## config.mk

```make
export PLATFORM = sky130hd
export DESIGN_NAME = adc_sample_sequencer
export DESIGN_NICKNAME = d
export VERILOG_FILES = /design/src/rtl/eeprom_log_pkg.sv /design/src/rtl/adc_sample_sequencer_sclk_gen.sv /design/src/rtl/adc_sample_sequencer.sv
export SDC_FILE = /design/constraint.sdc
export NUM_CORES = 1
export LEC_CHECK = 0
export CORE_UTILIZATION = 62
export CTS_BUF_LIST = sky130_fd_sc_hd__clkbuf_4 sky130_fd_sc_hd__clkbuf_8 sky130_fd_sc_hd__clkbuf_16
export DETAILED_ROUTE_END_ITERATION = 10
export PLACE_DENSITY = 0.95
export REMOVE_ABC_BUFFERS = 1
export SKIP_LAST_GASP = 1
export SLEW_MARGIN = 20
export SYNTH_ARGS = -nofsm -noshare
export SYNTH_HDL_FRONTEND = slang
export SYNTH_HIERARCHICAL = 1
export SYNTH_SLANG_ARGS = --single-unit
```

## constraint.sdc

```tcl
create_clock -name clk -period 7.05 [get_ports clk]
set_clock_uncertainty 0.15 [all_clocks]
set_input_delay 1.0575 -clock clk [delete_from_list [all_inputs] [get_ports clk]]
set_output_delay 1.0575 -clock clk [all_outputs]
set_load 0.02 [all_outputs]
```

## src/rtl/eeprom_log_pkg.sv

```systemverilog
// Shared types and constants for the data-logger ADC sequencing path.
// Includes the divider clamp used when a new frame latches its sclk period.
package eeprom_log_pkg;

  localparam int unsigned MIN_DIV = 4;
  localparam int unsigned CH_W    = 2;
  localparam int unsigned DIV_W   = 16;

  typedef enum logic [2:0] {
    IDLE  = 3'd0,
    START = 3'd1,
    SHIFT = 3'd2,
    DONE  = 3'd3,
    GAP   = 3'd4
  } seq_state_t;

  function automatic logic [DIV_W-1:0] clamp_div(input logic [DIV_W-1:0] cfg);
    if (cfg < DIV_W'(MIN_DIV)) begin
      return DIV_W'(MIN_DIV);
    end else begin
      return cfg;
    end
  endfunction

endpackage

```

## src/rtl/adc_sample_sequencer_sclk_gen.sv

```systemverilog
// Runtime-programmable serial clock divider: latches the clamped period at frame
// start, runs the phase counter and produces rise/end strobes and a registered sclk.
module sclk_gen
  import eeprom_log_pkg::*;
(
  input  logic             clk,
  input  logic             rst,
  input  logic [DIV_W-1:0] div_cfg_i,
  input  logic             load_i,
  input  logic             run_i,
  input  logic             shift_next_i,
  output logic             rise_o,
  output logic             end_o,
  output logic             sclk_o
);

  logic [DIV_W-1:0] div_q;
  logic [DIV_W-1:0] cnt_q;
  logic [DIV_W-1:0] cnt_d;
  logic [DIV_W-1:0] half_s;
  logic             sclk_q;

  assign half_s = div_q >> 1;
  assign rise_o = run_i && (cnt_q == half_s);
  assign end_o  = run_i && (cnt_q == (div_q - DIV_W'(1)));
  assign sclk_o = sclk_q;

  always_comb begin
    cnt_d = '0;
    if (run_i && !end_o) begin
      cnt_d = cnt_q + DIV_W'(1);
    end else begin
      cnt_d = '0;
    end
  end

  // sclk is derived from the next phase so that it lines up with cnt_q; the
  // divisor is never reloaded on an edge that keeps the frame shifting.
  always_ff @(posedge clk or posedge rst) begin
    if (rst) begin
      div_q  <= DIV_W'(MIN_DIV);
      cnt_q  <= '0;
      sclk_q <= 1'b0;
    end else begin
      if (load_i) begin
        div_q <= clamp_div(div_cfg_i);
      end
      cnt_q  <= cnt_d;
      sclk_q <= shift_next_i && (cnt_d >= half_s);
    end
  end

endmodule

```

## src/rtl/adc_sample_sequencer.sv

```systemverilog
// Serial ADC conversion sequencer: frames conversions with chip-select, round-robins
// channels and hands samples to the EEPROM path through a one-deep holding register.
module adc_sample_sequencer
  import eeprom_log_pkg::*;
#(
  parameter int unsigned DATA_W  = 8,
  parameter int unsigned NUM_CH  = 4,
  parameter int unsigned GAP_PER = 2
) (
  input  logic              clk,
  input  logic              rst,
  input  logic              enable,
  input  logic [DIV_W-1:0]  div_cfg,
  output logic              adc_sclk,
  output logic              adc_cs_n,
  output logic [CH_W-1:0]   adc_ch,
  input  logic              adc_din,
  output logic [DATA_W-1:0] sample_data,
  output logic [CH_W-1:0]   sample_ch,
  output logic              sample_valid,
  input  logic              sample_ready,
  output logic              overrun,
  input  logic              overrun_clr,
  output logic              busy
);

  localparam int unsigned BIT_W = $clog2(DATA_W);
  localparam int unsigned GAP_W = $clog2(GAP_PER + 1);

  seq_state_t        state_q;
  logic [BIT_W-1:0]  bit_q;
  logic [GAP_W-1:0]  gap_q;
  logic [CH_W-1:0]   chan_q;
  logic [CH_W-1:0]   adc_ch_q;
  logic [DATA_W-1:0] shift_q;
  logic              cs_n_q;
  logic              busy_q;
  logic [DATA_W-1:0] sample_data_q;
  logic [CH_W-1:0]   sample_ch_q;
  logic              valid_q;
  logic              overrun_q;

  logic rise_s;
  logic end_s;
  logic sclk_s;
  logic run_s;
  logic bit_last_s;
  logic gap_last_s;
  logic start_go_s;
  logic shift_next_s;
  logic drop_s;

  assign run_s        = (state_q == START) || (state_q == SHIFT) || (state_q == GAP);
  assign bit_last_s   = (bit_q == BIT_W'(DATA_W - 1));
  assign gap_last_s   = (gap_q == GAP_W'(GAP_PER - 1));
  assign start_go_s   = enable && ((state_q == IDLE) ||
                                   ((state_q == GAP) && end_s && gap_last_s));
  assign shift_next_s = ((state_q == START) && end_s) ||
                        ((state_q == SHIFT) && !(end_s && bit_last_s));
  assign drop_s       = (state_q == DONE) && valid_q && !sample_ready;

  sclk_gen u_sclk_gen (
    .clk          (clk),
    .rst          (rst),
    .div_cfg_i    (div_cfg),
    .load_i       (start_go_s),
    .run_i        (run_s),
    .shift_next_i (shift_next_s),
    .rise_o       (rise_s),
    .end_o        (end_s),
    .sclk_o       (sclk_s)
  );

  // Conversion FSM; chip-select, busy and channel address are set on the transitions.
  always_ff @(posedge clk or posedge rst) begin
    if (rst) begin
      state_q  <= IDLE;
      bit_q    <= '0;
      gap_q    <= '0;
      chan_q   <= '0;
      adc_ch_q <= '0;
      shift_q  <= '0;
      cs_n_q   <= 1'b1;
      busy_q   <= 1'b0;
    end else begin
      case (state_q)
        IDLE: begin
          if (start_go_s) begin
            state_q  <= START;
            cs_n_q   <= 1'b0;
            adc_ch_q <= chan_q;
            busy_q   <= 1'b1;
          end
        end
        START: begin
          if (end_s) begin
            state_q <= SHIFT;
            bit_q   <= '0;
          end
        end
        SHIFT: begin
          if (rise_s) begin
            shift_q <= {shift_q[DATA_W-2:0], adc_din};
          end
          if (end_s) begin
            if (bit_last_s) begin
              state_q <= DONE;
              cs_n_q  <= 1'b1;
              bit_q   <= '0;
            end else begin
              bit_q <= bit_q + BIT_W'(1);
            end
          end
        end
        DONE: begin
          state_q <= GAP;
          gap_q   <= '0;
          chan_q  <= (chan_q == CH_W'(NUM_CH - 1)) ? '0 : chan_q + CH_W'(1);
        end
        GAP: begin
          if (end_s) begin
            if (!gap_last_s) begin
              gap_q <= gap_q + GAP_W'(1);
            end else if (start_go_s) begin
              state_q  <= START;
              cs_n_q   <= 1'b0;
              adc_ch_q <= chan_q;
            end else begin
              state_q <= IDLE;
              busy_q  <= 1'b0;
            end
          end
        end
        default: begin
          state_q <= IDLE;
          cs_n_q  <= 1'b1;
          busy_q  <= 1'b0;
        end
      endcase
    end
  end

  // Holding register: a load in DONE may coincide with the consumer draining it.
  always_ff @(posedge clk or posedge rst) begin
    if (rst) begin
      sample_data_q <= '0;
      sample_ch_q   <= '0;
      valid_q       <= 1'b0;
      overrun_q     <= 1'b0;
    end else begin
      if (state_q == DONE) begin
        if (!valid_q || sample_ready) begin
          sample_data_q <= shift_q;
          sample_ch_q   <= chan_q;
          valid_q       <= 1'b1;
        end
      end else if (valid_q && sample_ready) begin
        valid_q <= 1'b0;
      end
      if (drop_s) begin
        overrun_q <= 1'b1;
      end else if (overrun_clr) begin
        overrun_q <= 1'b0;
      end
    end
  end

  assign adc_sclk     = sclk_s;
  assign adc_cs_n     = cs_n_q;
  assign adc_ch       = adc_ch_q;
  assign busy         = busy_q;
  assign sample_data  = sample_data_q;
  assign sample_ch    = sample_ch_q;
  assign sample_valid = valid_q;
  assign overrun      = overrun_q;

endmodule

```

==> qor.csv, run 1 <==
metric;value;unit
slowest stage cell, crit path;o41ai_4;
antenna-violating nets left;0;
synth warn;6;
PostCTS Resize Cnt;0;
fmax;0.211;GHz
CTS Hold Bufs;0;
first-pass GRT wire length;15800;µm
final worst-path cycle share;67.3;%
FF-to-FF Start;u_sclk_gen/div_q[1];
final hold violations;0;
Tightest Pin Transition;1.01;ns
RSZ-0062 raised after global routing;no;
clock-pin slew on the worst setup and hold paths;0.08;ns
net total in the final layout;488;
die height;83.5;µm
die area;0.00698;mm²
FFs w/ async S/R, synth;100;%
# diodes;0;
Setup Total Neg Slack;0;ns
post-DP HPWL;6700;µm
row count;29;
ys flop type;dfrtp_1;
die span in x;83.5;µm
CP Data Required Time;7.10;ns
number of fillers in the final layout;411;
hold crit path type;reg2reg;
cts bufs inserted;9;
largest net degree at the start of global routing;34;
Setup Fix Bufs, Post-CTS;0;
CP bufs+invs;1;
TritonCTS Sinks;67;
commonest non-fill, non-tap cell in the layout;dfrtp_1;
Post-Synth Adder-Cell Area;6.38;%
Power, Total;0.922;mW
pwr dens;195;mW/mm²
H-tree levels;3;
Synth Area in Compound Gates;12.8;%
area grow syn2layout;14.4;%
Max clock buf depth;2;
vias in the first global route;3304;
drt first pass iters;5;
XOR/XNOR share of the synthesized area;10.2;%
syn_area_per_cell;9.86;µm²
outcome;finished, final reports clean;
PortBufs;38;
Root Driver;clkbuf_8;
endpoints failing setup;0;
CP max stage delay;0.91;ns
CTS tree;done;
critical setup path kind;reg2reg;
Critical Path Start Type;flip-flop;
post-route cell area;0.00471;mm²
DRC;0;
leak pwr;2.16;nW
Starting Density;64.5;%
Synth Area in Simple Gates;18.5;%
vias per cell;6.26;
initial antenna violation count;0;
Worst Setup SP;u_sclk_gen/div_q[1];
Syn Inst Count;418;
post-synthesis cell type count;61;
drt initial violations;315;
crit path time final;4.74;ns
number of max-cap violations;0;
core footprint;0.00639;mm²
Top delay family on crit path;compound AO/OA/AOI/OAI gates;
sequential share of the synthesized area;40.7;%
wire per inst;17.7;µm
layout cells sized above 1;12.7;%
worst endpoint data arrival time;4.79;ns
Worst Path Max Fanout;18;
Yosys reg bits;67;
routed wire length;9320;µm
Netlist Area Pre-Place;0.00412;mm²
relative slew slack;32.7;%
largest family of logic cells by synthesized area;simple AND/OR/NAND/NOR gates;
gr usage total;28.9;%
RD Place Congestion;0.964;
crit path cell chain;inv_1 -> ha_1 -> or3b_2 -> nor4_1 -> xnor2_1 -> nand3_1 -> o41ai_4 -> or2_2 -> ha_1 -> nand2b_1 -> a211oi_1 -> o21ai_0 -> a221oi_1 -> o22a_1 -> o31ai_1;
mux cell area share after synthesis;5.74;%
clock latency on the worst-skew pair;0.36;ns
Vias;3299;
Congestion Overflow GR;0;
most frequent cells in the layout;dfrtp_1, clkdlybuf4s50_1, nand2_1;
Boundary Pins;39;
Most common cell on crit path;ha_1;
min-delay src;adc_cs_n;
count of final max-slew check failures;0;
final core occ;73.8;%
VDD IR max;0.000152;V
Placed Area;0.00449;mm²
EDFF count, synth;0;
CP endpoint kind;flip-flop;
==> worst min-delay path: cells and delay by family, from the launching register on <==
kind / cells / cell delay [ns]
buf+inv: 1 / 0.04
compound gates: 1 / 0.08
flops: 1 / 0.37
==> worst paths after layout <==
kind | to | slack [ns] | cells past startpoint
hold / removal | adc_cs_n | 0.35 | 2
max in group asynchronous | adc_cs_n | 5.35 | 3
setup reg to reg | u_sclk_gen/sclk_o | 2.31 | 15
min in group asynchronous | bit_q[0] | 0.77 | 2
hold reg to reg | adc_cs_n | 0.35 | 2
setup / recovery | u_sclk_gen/sclk_o | 2.31 | 15
==> cells by family after synthesis <==
kind of cell             after synthesis
AO/OA/AOI/OAI                         74
AND/OR/NAND/NOR                      135
buffers and inverters                 52
XOR/XNOR                              48
multiplexers                          21
adder cells (fa/ha/maj)               21
flip-flops                            67
==> cells in the mapped netlist (all sizes together), types with 4 or more instances <==
library cell  count  share of area, %
mux2             21               5.7
o211ai            5              0.91
nand4            10               1.5
ha               21               6.4
nand2b            7               1.2
xor2             21               4.5
or3               4              0.73
nor2             27               2.5
o21ai            23               2.8
inv              27               2.5
buf               9               1.7
and3              4              0.61
nor3              6              0.73
a21o              4              0.73
nor2b             6              0.91
nand2            34               3.3
xnor2            27               5.7
a211oi            4              0.73
a21oi            10               1.2
nand3             6              0.73
dfrtp            65                39
clkbuf           16               1.5
nor4              9               1.7
nor3b             4               1.0
==> metal layers <==
layer	global-route usage [%]	share of wire (%)	vias up
met1	37.3	41	1607
met3	3.96	5.9	29
li1	-	-	1521
met2	47.4	49	142
met4	15.4	3.4	0
met5	0	0	-
==> power by group <==
group / total [mW] / switching [mW] / leakage [nW] / internal (mW)
clock network: 0.362 / 0.160 / 0.111 / 0.202
registers: 0.437 / 0.0363 / 0.866 / 0.400
logic: 0.123 / 0.0651 / 1.18 / 0.0578
==> flip-flops by register name, indices dropped and copies added (netlist names) <==
name,flops
state_q,3
u_sclk_gen/div_q,16
overrun,1
busy,1
adc_cs_n,1
u_sclk_gen/sclk_o,1
bit_q,3
sample_data,8
sample_valid,1
sample_ch,2
shift_q,8
adc_ch,2
gap_q,2
chan_q,2
u_sclk_gen/cnt_q,16
==> cell type report <==
type                    count  area [µm²]  share of cell area [%]
multi-input cells         299        2210                    46.9
flip-flops and latches     67        1680                    35.6
repair buffers             41         403                    8.55
clock buffers               9         124                    2.63
clock inverters             7         101                    2.15
inverters                  27         101                    2.15
well taps                  77        96.3                    2.04
==> stage by stage <==
step	hold slack [ns]	worst slack (ns)	instances
floorplan	0.324	2.91	393
global placement	0.327	2.48	511
detailed placement	0.334	2.36	511
CTS	0.346	2.34	527
global route	0.370	1.89	527
finish	0.347	2.31	527
Note: power is estimated with default switching activity, not from simulation.
==> run 2: changes to the inputs <==
--- a/config.mk
+++ b/config.mk
@@ -5,10 +5,10 @@
 export SDC_FILE = /design/constraint.sdc
 export NUM_CORES = 1
 export LEC_CHECK = 0
-export CORE_UTILIZATION = 62
+export CORE_UTILIZATION = 58
 export CTS_BUF_LIST = sky130_fd_sc_hd__clkbuf_4 sky130_fd_sc_hd__clkbuf_8 sky130_fd_sc_hd__clkbuf_16
 export DETAILED_ROUTE_END_ITERATION = 10
-export PLACE_DENSITY = 0.95
+export PLACE_DENSITY = 0.92
 export REMOVE_ABC_BUFFERS = 1
 export SKIP_LAST_GASP = 1
 export SLEW_MARGIN = 20
==> constraint.sdc (replaced) <==
create_clock -name clk -period 4.9 [get_ports clk]
set_clock_uncertainty 0.15 [all_clocks]
set_input_delay 0.735 -clock clk [delete_from_list [all_inputs] [get_ports clk]]
set_output_delay 0.735 -clock clk [all_outputs]
set_load 0.02 [all_outputs]
==> qor.csv, run 2 (synthesized netlist as in run 1, its figures left out) <==
metric;value;unit
outcome;finished, final reports clean;
Setup Total Neg Slack;0;ns
Final Worst Setup Slack;0.468;ns
Boundary Pins;39;
commonest non-fill, non-tap cell in the layout;dfrtp_1;
endpoints failing setup;0;
number of max-cap violations;0;
relative slew slack;47.8;%
DRC;0;
net total in the final layout;489;
CP max stage delay;0.53;ns
number of fillers in the final layout;482;
Post-Place Cells;531;
VDD IR max;0.000181;V
die height;86.3;µm
Congestion Overflow GR;0;
fmax;0.226;GHz
PortBufs;38;
Worst Path Max Fanout;18;
slowest stage cell, crit path;nor3b_1;
worst endpoint data arrival time;4.52;ns
most frequent cells in the layout;dfrtp_1, clkdlybuf4s50_1, nand2_1;
CP endpoint kind;flip-flop;
vias in the first global route;3282;
Seq pwr share;48.3;%
Gate power share;13.9;%
RD Place Congestion;0.919;
Storage cell area;0.00168;mm²
H-tree levels;3;
area of the multi-input gates;0.00221;mm²
Tightest Pin Transition;0.775;ns
min-delay src;adc_cs_n;
power share of the clock group;37.7;%
antenna-violating nets left;0;
area grow syn2layout;14.7;%
clock latency on the worst-skew pair;0.36;ns
layout cells sized above 1;12.9;%
final worst-path cycle share;90.5;%
initial antenna violation count;0;
CTS tree;done;
leak pwr;2.15;nW
pwr dens;275;mW/mm²
Vias;3365;
largest net degree at the start of global routing;34;
TritonCTS Sinks;67;
first-pass GRT wire length;16400;µm
Post-Layout Cell Count;547;
FF-to-FF Start;u_sclk_gen/div_q[1];
wire per inst;18.1;µm
drt first pass iters;5;
drt initial violations;297;
final hold violations;0;
CTS Hold Bufs;0;
pre-CTS worst setup slack;0.599;ns
Starting Density;60.3;%
Worst Setup SP;u_sclk_gen/div_q[1];
vias per cell;6.15;
PostCTS Resize Cnt;0;
Largest regs;u_sclk_gen/cnt_q: 16 flops, u_sclk_gen/div_q: 16 flops;
row count;30;
final core occ;69.2;%
NetSw;0.397;mW
clock-pin slew on the worst setup and hold paths;0.08;ns
routed wire length;9910;µm
Root Driver;clkbuf_8;
count of final max-slew check failures;0;
Max clock buf depth;2;
die span in x;86.3;µm
cts bufs inserted;9;
die area;0.00745;mm²
RSZ-0062 raised after global routing;no;
gr usage total;29.1;%
crit path time final;4.43;ns
core footprint;0.00683;mm²
Setup Fix Bufs, Post-CTS;0;
CP Data Required Time;4.99;ns
# diodes;0;
switch share;30.6;%
crit path cell chain;inv_1 -> ha_1 -> nor3b_1 -> a21oi_1 -> a211oi_1 -> nand4_1 -> o41ai_4 -> buf_4 -> or2_2 -> ha_1 -> nand2b_1 -> a211oi_1 -> o21ai_0 -> a221oi_1 -> o22a_1 -> o31ai_1;
post-DP HPWL;7010;µm
Critical Path Start Type;flip-flop;
critical setup path kind;reg2reg;
Internal Pwr Total;0.902;mW
hold crit path type;reg2reg;
## run 2: per-stage QoR
step                hold slack (ns)  power (mW)  area, µm²
floorplan                     0.324       0.742       3990
global placement              0.339       0.797       4520
detailed placement            0.345       0.808       4520
CTS                           0.363        1.30       4730
global route                  0.374        1.35       4730
finish                        0.359        1.30       4730
## run 2: worst paths after layout
path / end / cells past startpoint / slack, ns
min in group asynchronous: state_q[1] / 2 / 0.49
worst min register to register: adc_cs_n / 2 / 0.36
max in group asynchronous: adc_cs_n / 3 / 3.44
worst min-delay path: adc_cs_n / 2 / 0.36
worst max-delay path: u_sclk_gen/sclk_o / 16 / 0.47
worst max register to register: u_sclk_gen/sclk_o / 16 / 0.47
## run 2: critical path, delay by kind of cell (launching register included)
family                   cells  cell delay, ns
adder cells (fa/ha/maj)      2            0.44
AO/OA/AOI/OAI                8            1.79
flip-flops                   1            0.44
AND/OR/NAND/NOR              4            1.09
buffers and inverters        2            0.40
## run 2: final cells by class
cell class                      instances  share of cell area, %
Clock buffer                            9                   2.62
Clock inverter                          7                   1.75
Inverter                               27                   2.14
Multi-Input combinational cell        299                   46.7
Sequential cell                        67                   35.5
Tap cell                               96                   2.54
Timing Repair Buffer                   42                   8.68
## run 2: power by group through the flow
| stage | Sequential, mW | Clock, mW | Combinational [mW] |
|---|---|---|---|
| finish | 0.628 | 0.490 | 0.181 |
| global route | 0.631 | 0.519 | 0.204 |
| CTS | 0.625 | 0.496 | 0.179 |
| detailed placement | 0.635 | 0 | 0.173 |
| global placement | 0.633 | 0 | 0.165 |
| floorplan | 0.621 | 0 | 0.120 |
## run 2: per-layer routing
metal  vias up  wire [µm]  GRT usage (%)
li1       1523          -              -
met1      1659       4010           36.9
met2       152       4890           47.7
met3        31        679           6.48
met4         0        318           13.0
met5         -          0              0
==> edit 1, RTL diff (flow settings as in run 2) <==
Reset style: synchronous (`rst`), changed in 3 clocked blocks.
--- a/src/rtl/adc_sample_sequencer_sclk_gen.sv
+++ b/src/rtl/adc_sample_sequencer_sclk_gen.sv
@@ -36,7 +36,7 @@
 
   // sclk is derived from the next phase so that it lines up with cnt_q; the
   // divisor is never reloaded on an edge that keeps the frame shifting.
-  always_ff @(posedge clk or posedge rst) begin
+  always_ff @(posedge clk) begin
     if (rst) begin
       div_q  <= DIV_W'(MIN_DIV);
       cnt_q  <= '0;
--- a/src/rtl/adc_sample_sequencer.sv
+++ b/src/rtl/adc_sample_sequencer.sv
@@ -72,7 +72,7 @@
   );
 
   // Conversion FSM; chip-select, busy and channel address are set on the transitions.
-  always_ff @(posedge clk or posedge rst) begin
+  always_ff @(posedge clk) begin
     if (rst) begin
       state_q  <= IDLE;
       bit_q    <= '0;
@@ -141,7 +141,7 @@
   end
 
   // Holding register: a load in DONE may coincide with the consumer draining it.
-  always_ff @(posedge clk or posedge rst) begin
+  always_ff @(posedge clk) begin
     if (rst) begin
       sample_data_q <= '0;
       sample_ch_q   <= '0;
Check against the original RTL: differs if rst is asserted again (counterexample within 4 cycles, from zero or initial values and one cycle with rst high); with rst held inactive, the same outputs for 10 cycles.
==> edit 1 against run 2 <==
  * Design area grew 0.74%
  * Sequential cell count is the same
  * Worst setup slack gained 67 ps
  * Hold slack worse by 28 ps
  * Critical path type unchanged
  * Critical path depth unchanged
  * Synthesized area grew 3.9%
  * Via count rose by 13%
  * Wire length is 3.1% higher
Power is not compared: it rests on default switching activity, and its combinational part moved more than twofold at a synthesized area within 25%.
==> edit 1: results (changes against run 2) <==
stage,metric,value,unit,change
final_layout,fillers,535,,+11%
global_route,grt_max_degree,47,,+38%
final_layout,drive_gt1_share,6.990,%,-5.9 points
yosys,yosys-top-cells-count,"67 x dfxtp_1, 49 x nor2_1, 31 x a21oi_1",,
yosys,ys_seq_area_share,31.33,%,-9.4 points
detailed_routing,routedWlPerCell,16.71,µm,-7.7%
final_layout,final_nets,553,,+13%
global_route,grt_pass1_wl,16.88,mm,+3.2%
yosys,yosysUniqueCellTypes,65,,+6.6%
detailed_routing,drtIter0Drc,288,,-3.0%
place,place_inst,595,,+12%
global_route,grt_pass1_vias,3583,,+9.2%
detailed_routing,vias,3791,,+13%
detailed_routing,routed_wl,10.21,mm,+3.1%
timing,relSlewSlack,39.03,%,-8.8 points
outcome,status,"finished, final reports clean",,
place,dpl_cell_area,4554,µm²,+0.75%
detailed_routing,drt-pass1-iter-count,6,,+1
yosys,synth_ff_type,dfxtp_1,,
yosys,synth-compound-area-share,16.13,%,+3.3 points
place,place.gp.congestion,0.8703,,-5.2%
place,dp_hpwl,7.231,mm,+3.1%
worst_hold_path,min_to,sample_ch[1]$_SDFFE_PP0P_,,
setup_path,ff2ff_setup_slack,530,ps,+70 ps
place,dp_slack,613.1,ps,+13.66 ps
setup_path,r2r-end,u_sclk_gen/sclk_o$_SDFF_PP0_,,
yosys,synth-xor-area-share,9.585,%,-0.62 points
yosys,synth_fa_ha_area_share,6.137,%,-0.24 points
yosys,syn_inst,500,,+20%
timing,holdWs,331.3,ps,-27.66 ps
worst_hold_path,worstHoldStart,sample_ch[1]$_SDFFE_PP0P_,,
global_route,grtUsageTotal,28.31,%,-0.76 points
setup_path,reg2reg_from,u_sclk_gen/div_q[1]$_SDFFE_PP0P_,,
edit 1: area by class of cell:
cell class	count	share of cell area (%)
Multi-Input combinational cell	366	54.55
Clock inverter	7	1.760
Timing Repair Buffer	42	8.513
Tap cell	96	2.522
Clock buffer	9	2.601
Sequential cell	67	28.17
Inverter	24	1.892
edit 1: worst max-delay path by stage:
stage,to,startpoint,slack (ps),depth (start not counted)
after detailed placement,u_sclk_gen/sclk_o$_SDFF_PP0_,u_sclk_gen/div_q[1]$_SDFFE_PP0P_,610,16
final,u_sclk_gen/sclk_o$_SDFF_PP0_,u_sclk_gen/div_q[1]$_SDFFE_PP0P_,530,16
after CTS,u_sclk_gen/sclk_o$_SDFF_PP0_,u_sclk_gen/div_q[1]$_SDFFE_PP0P_,600,16
after global routing,u_sclk_gen/sclk_o$_SDFF_PP0_,u_sclk_gen/div_q[1]$_SDFFE_PP0P_,230,16
after global placement,u_sclk_gen/sclk_o$_SDFF_PP0_,u_sclk_gen/div_q[1]$_SDFFE_PP0P_,810,16
after floorplan,u_sclk_gen/sclk_o$_SDFF_PP0_,u_sclk_gen/div_q[1]$_SDFFE_PP0P_,490,15
edit 1: layer usage:
layer | GRT usage (%) | share of wire (%) | up-vias | wire, µm
met4 | 12.67 | 2.1 | 0 | 218
met3 | 5.090 | 6.7 | 28 | 681
met2 | 46.16 | 48 | 162 | 4928
met5 | 0 | 0 | - | 0
li1 | - | - | 1789 | -
met1 | 36.59 | 43 | 1812 | 4384
edit 1: cell families (layout without fill, tap and decap cells):
group                    Yosys count  count (layout)
AO/OA/AOI/OAI                     98              98
XOR/XNOR                          46              46
multiplexers                      23              23
adder cells (fa/ha/maj)           21              21
flip-flops                        67              67
AND/OR/NAND/NOR                  178             178
buffers and inverters             67              82
==> edit 2, RTL diff (settings of run 2) <==
Made on the original files. The parameter `GAP_PER` goes from 2 to 4.
--- a/src/rtl/adc_sample_sequencer.sv
+++ b/src/rtl/adc_sample_sequencer.sv
@@ -5,7 +5,7 @@
 #(
   parameter int unsigned DATA_W  = 8,
   parameter int unsigned NUM_CH  = 4,
-  parameter int unsigned GAP_PER = 2
+  parameter int unsigned GAP_PER = 4
 ) (
   input  logic              clk,
   input  logic              rst,
Formal check against the unedited RTL: no difference found for any inputs over 10 cycles, from zero or initial values and one cycle with rst high; that may be too few to reach the edited logic, so the function may still have changed.
==> edit 2 against run 2 <==
  * Final cell count is 0.55% lower
  * Via count is 3.2% lower
  * Design area is 0.34% lower
  * Worst setup slack worse by 19 ps
  * Wire length is 2.6% lower
  * Sequential share of layout area is 0.65 points higher
  * Synthesized area is 0.91% lower
  * Global-route usage is 0.92 points lower
  * Sequential cell count is 1 higher
  * Highest routed layer unchanged
Power is not compared: it rests on default switching activity, and its combinational part moved more than twofold at a synthesized area within 25%.
==> edit 2: results (changes against run 2) <==
stage,metric,value,unit,change
outcome,status,"finished, final reports clean",,
detailed_routing,vias_per_cell,5.987,,-2.7%
final_layout,fillers,454,,-5.8%
setup_path,ff2ff_setup_slack,450,ps,-20 ps
global_route,grt_pass1_wl,15.85,mm,-3.1%
place,place.gp.congestion,0.9584,,+4.3%
detailed_routing,wl_met2,4.947,mm,+1.1%
detailed_routing,met1Wirelength,4.002,mm,-0.30%
global_route,met3_usage,6.256,%,-0.22 points
yosys,ys_seq_area_share,41.73,%,+0.99 points
global_route,grt_pass1_vias,3294,,+0.37%
global_route,use_met1,33.57,%,-3.4 points
timing,tightest_slew,885.4,ps,+110.3 ps
setup_path,critical_path.max_fanout,6,,-12
setup_path,cp_slowest_cell,or3b_2,,
setup_path,max_stage_delay,550,ps,+20 ps
final_layout,final_nets,487,,-0.41%
global_route,grt.met2_usage,48.34,%,+0.65 points
setup_path,cp_data_arrival_time,4540,ps,+20 ps
setup_path,reg2reg_depth,15,,-1
yosys,yosys-top-cells-count,"66 x dfrtp_1, 33 x nand2_1, 29 x inv_1",,
global_route,grt_max_degree,36,,+5.9%
detailed_routing,drt-pass1-iter-count,7,,+2
detailed_routing,drtIter0Drc,264,,-11%
yosys,ys_top_cells_by_area,"dfrtp_1 40%, ha_1 6.7%, mux2_2 5.8%",,
detailed_routing,wl_met3,408,µm,-40%
detailed_routing,routed_wl,9.645,mm,-2.6%
[edit 2: changes by cell type after synthesis, moves of 2 or more]
cell | run 2 | this run
nand3_1 | 6 | 8
a2bb2oi_1 | 0 | 2
mux2i_1 | 0 | 4
inv_1 | 27 | 29
or3b_2 | 3 | 1
a31oi_1 | 3 | 1
nor2b_1 | 6 | 2
buf_4 | 3 | 0
nand3b_1 | 3 | 1
o32ai_1 | 2 | 0
[edit 2: how the worst min path moves through the flow]
stage | from | endpoint | slack [ps] | depth (start not counted)
final | sample_data[5]$_DFFE_PP0P_ | sample_data[5]$_DFFE_PP0P_ | 360 | 1
after detailed placement | gap_q[0]$_DFFE_PP0P_ | gap_q[0]$_DFFE_PP0P_ | 340 | 1
after global routing | sample_data[0]$_DFFE_PP0P_ | sample_data[0]$_DFFE_PP0P_ | 380 | 1
after floorplan | gap_q[0]$_DFFE_PP0P_ | gap_q[0]$_DFFE_PP0P_ | 300 | 1
after CTS | sample_data[5]$_DFFE_PP0P_ | sample_data[5]$_DFFE_PP0P_ | 360 | 1
after global placement | gap_q[0]$_DFFE_PP0P_ | gap_q[0]$_DFFE_PP0P_ | 320 | 1
[edit 2: logic make-up after synthesis]
family / after synthesis / share of synthesized area (%)
AO/OA/AOI/OAI: 70 / 12.23
XOR/XNOR: 48 / 10.29
adder cells (fa/ha/maj): 22 / 6.740
buffers and inverters: 51 / 5.361
flip-flops: 68 / 41.73
multiplexers: 25 / 6.771
AND/OR/NAND/NOR: 126 / 16.88
[edit 2: worst reg2reg max path, cell delays in order, from the launching register on]
cell	delay [ps]
dfrtp_1	450
inv_1	110
ha_1	230
or3b_2	550
nor4_1	400
xnor2_1	170
nand3_1	160
o41ai_4	480
nor2_1	140
ha_1	320
a211oi_1	270
o21bai_1	110
a21o_1	180
a221oi_1	380
o22a_1	180
o31ai_1	70
[edit 2: layout make-up]
cell class | count | area, µm² | area share, %
clock buffer | 10 | 131.4 | 2.789
clock inverter | 6 | 63.81 | 1.355
inverter | 30 | 112.6 | 2.390
multi-input combinational | 291 | 2161 | 45.87
sequential | 68 | 1704 | 36.18
tap | 96 | 120.1 | 2.550
timing repair buffer | 43 | 417.9 | 8.871
[edit 2: stage by stage]
stage          hold WS [ps]  total power [mW]  instance area (µm²)  worst slack (ps)  instances
5_1_grt               383.9             1.809                 4711             264.0        544
2_1_floorplan         301.9             1.098                 3978             763.0        389
4_1_cts               364.1             1.713                 4711             516.9        544
6_report              364.6             1.718                 4711             448.1        544
3_5_place_dp          338.1             1.247                 4516             564.0        528
3_3_place_gp          323.8             1.221                 4516             759.6        528
[edit 2: where the power goes]
group          leakage (nW)  switching (mW)  internal (mW)
logic                  1.15           0.275          0.230
clock network        0.0961           0.220          0.241
registers             0.892           0.125          0.627
total                  2.13           0.621           1.10
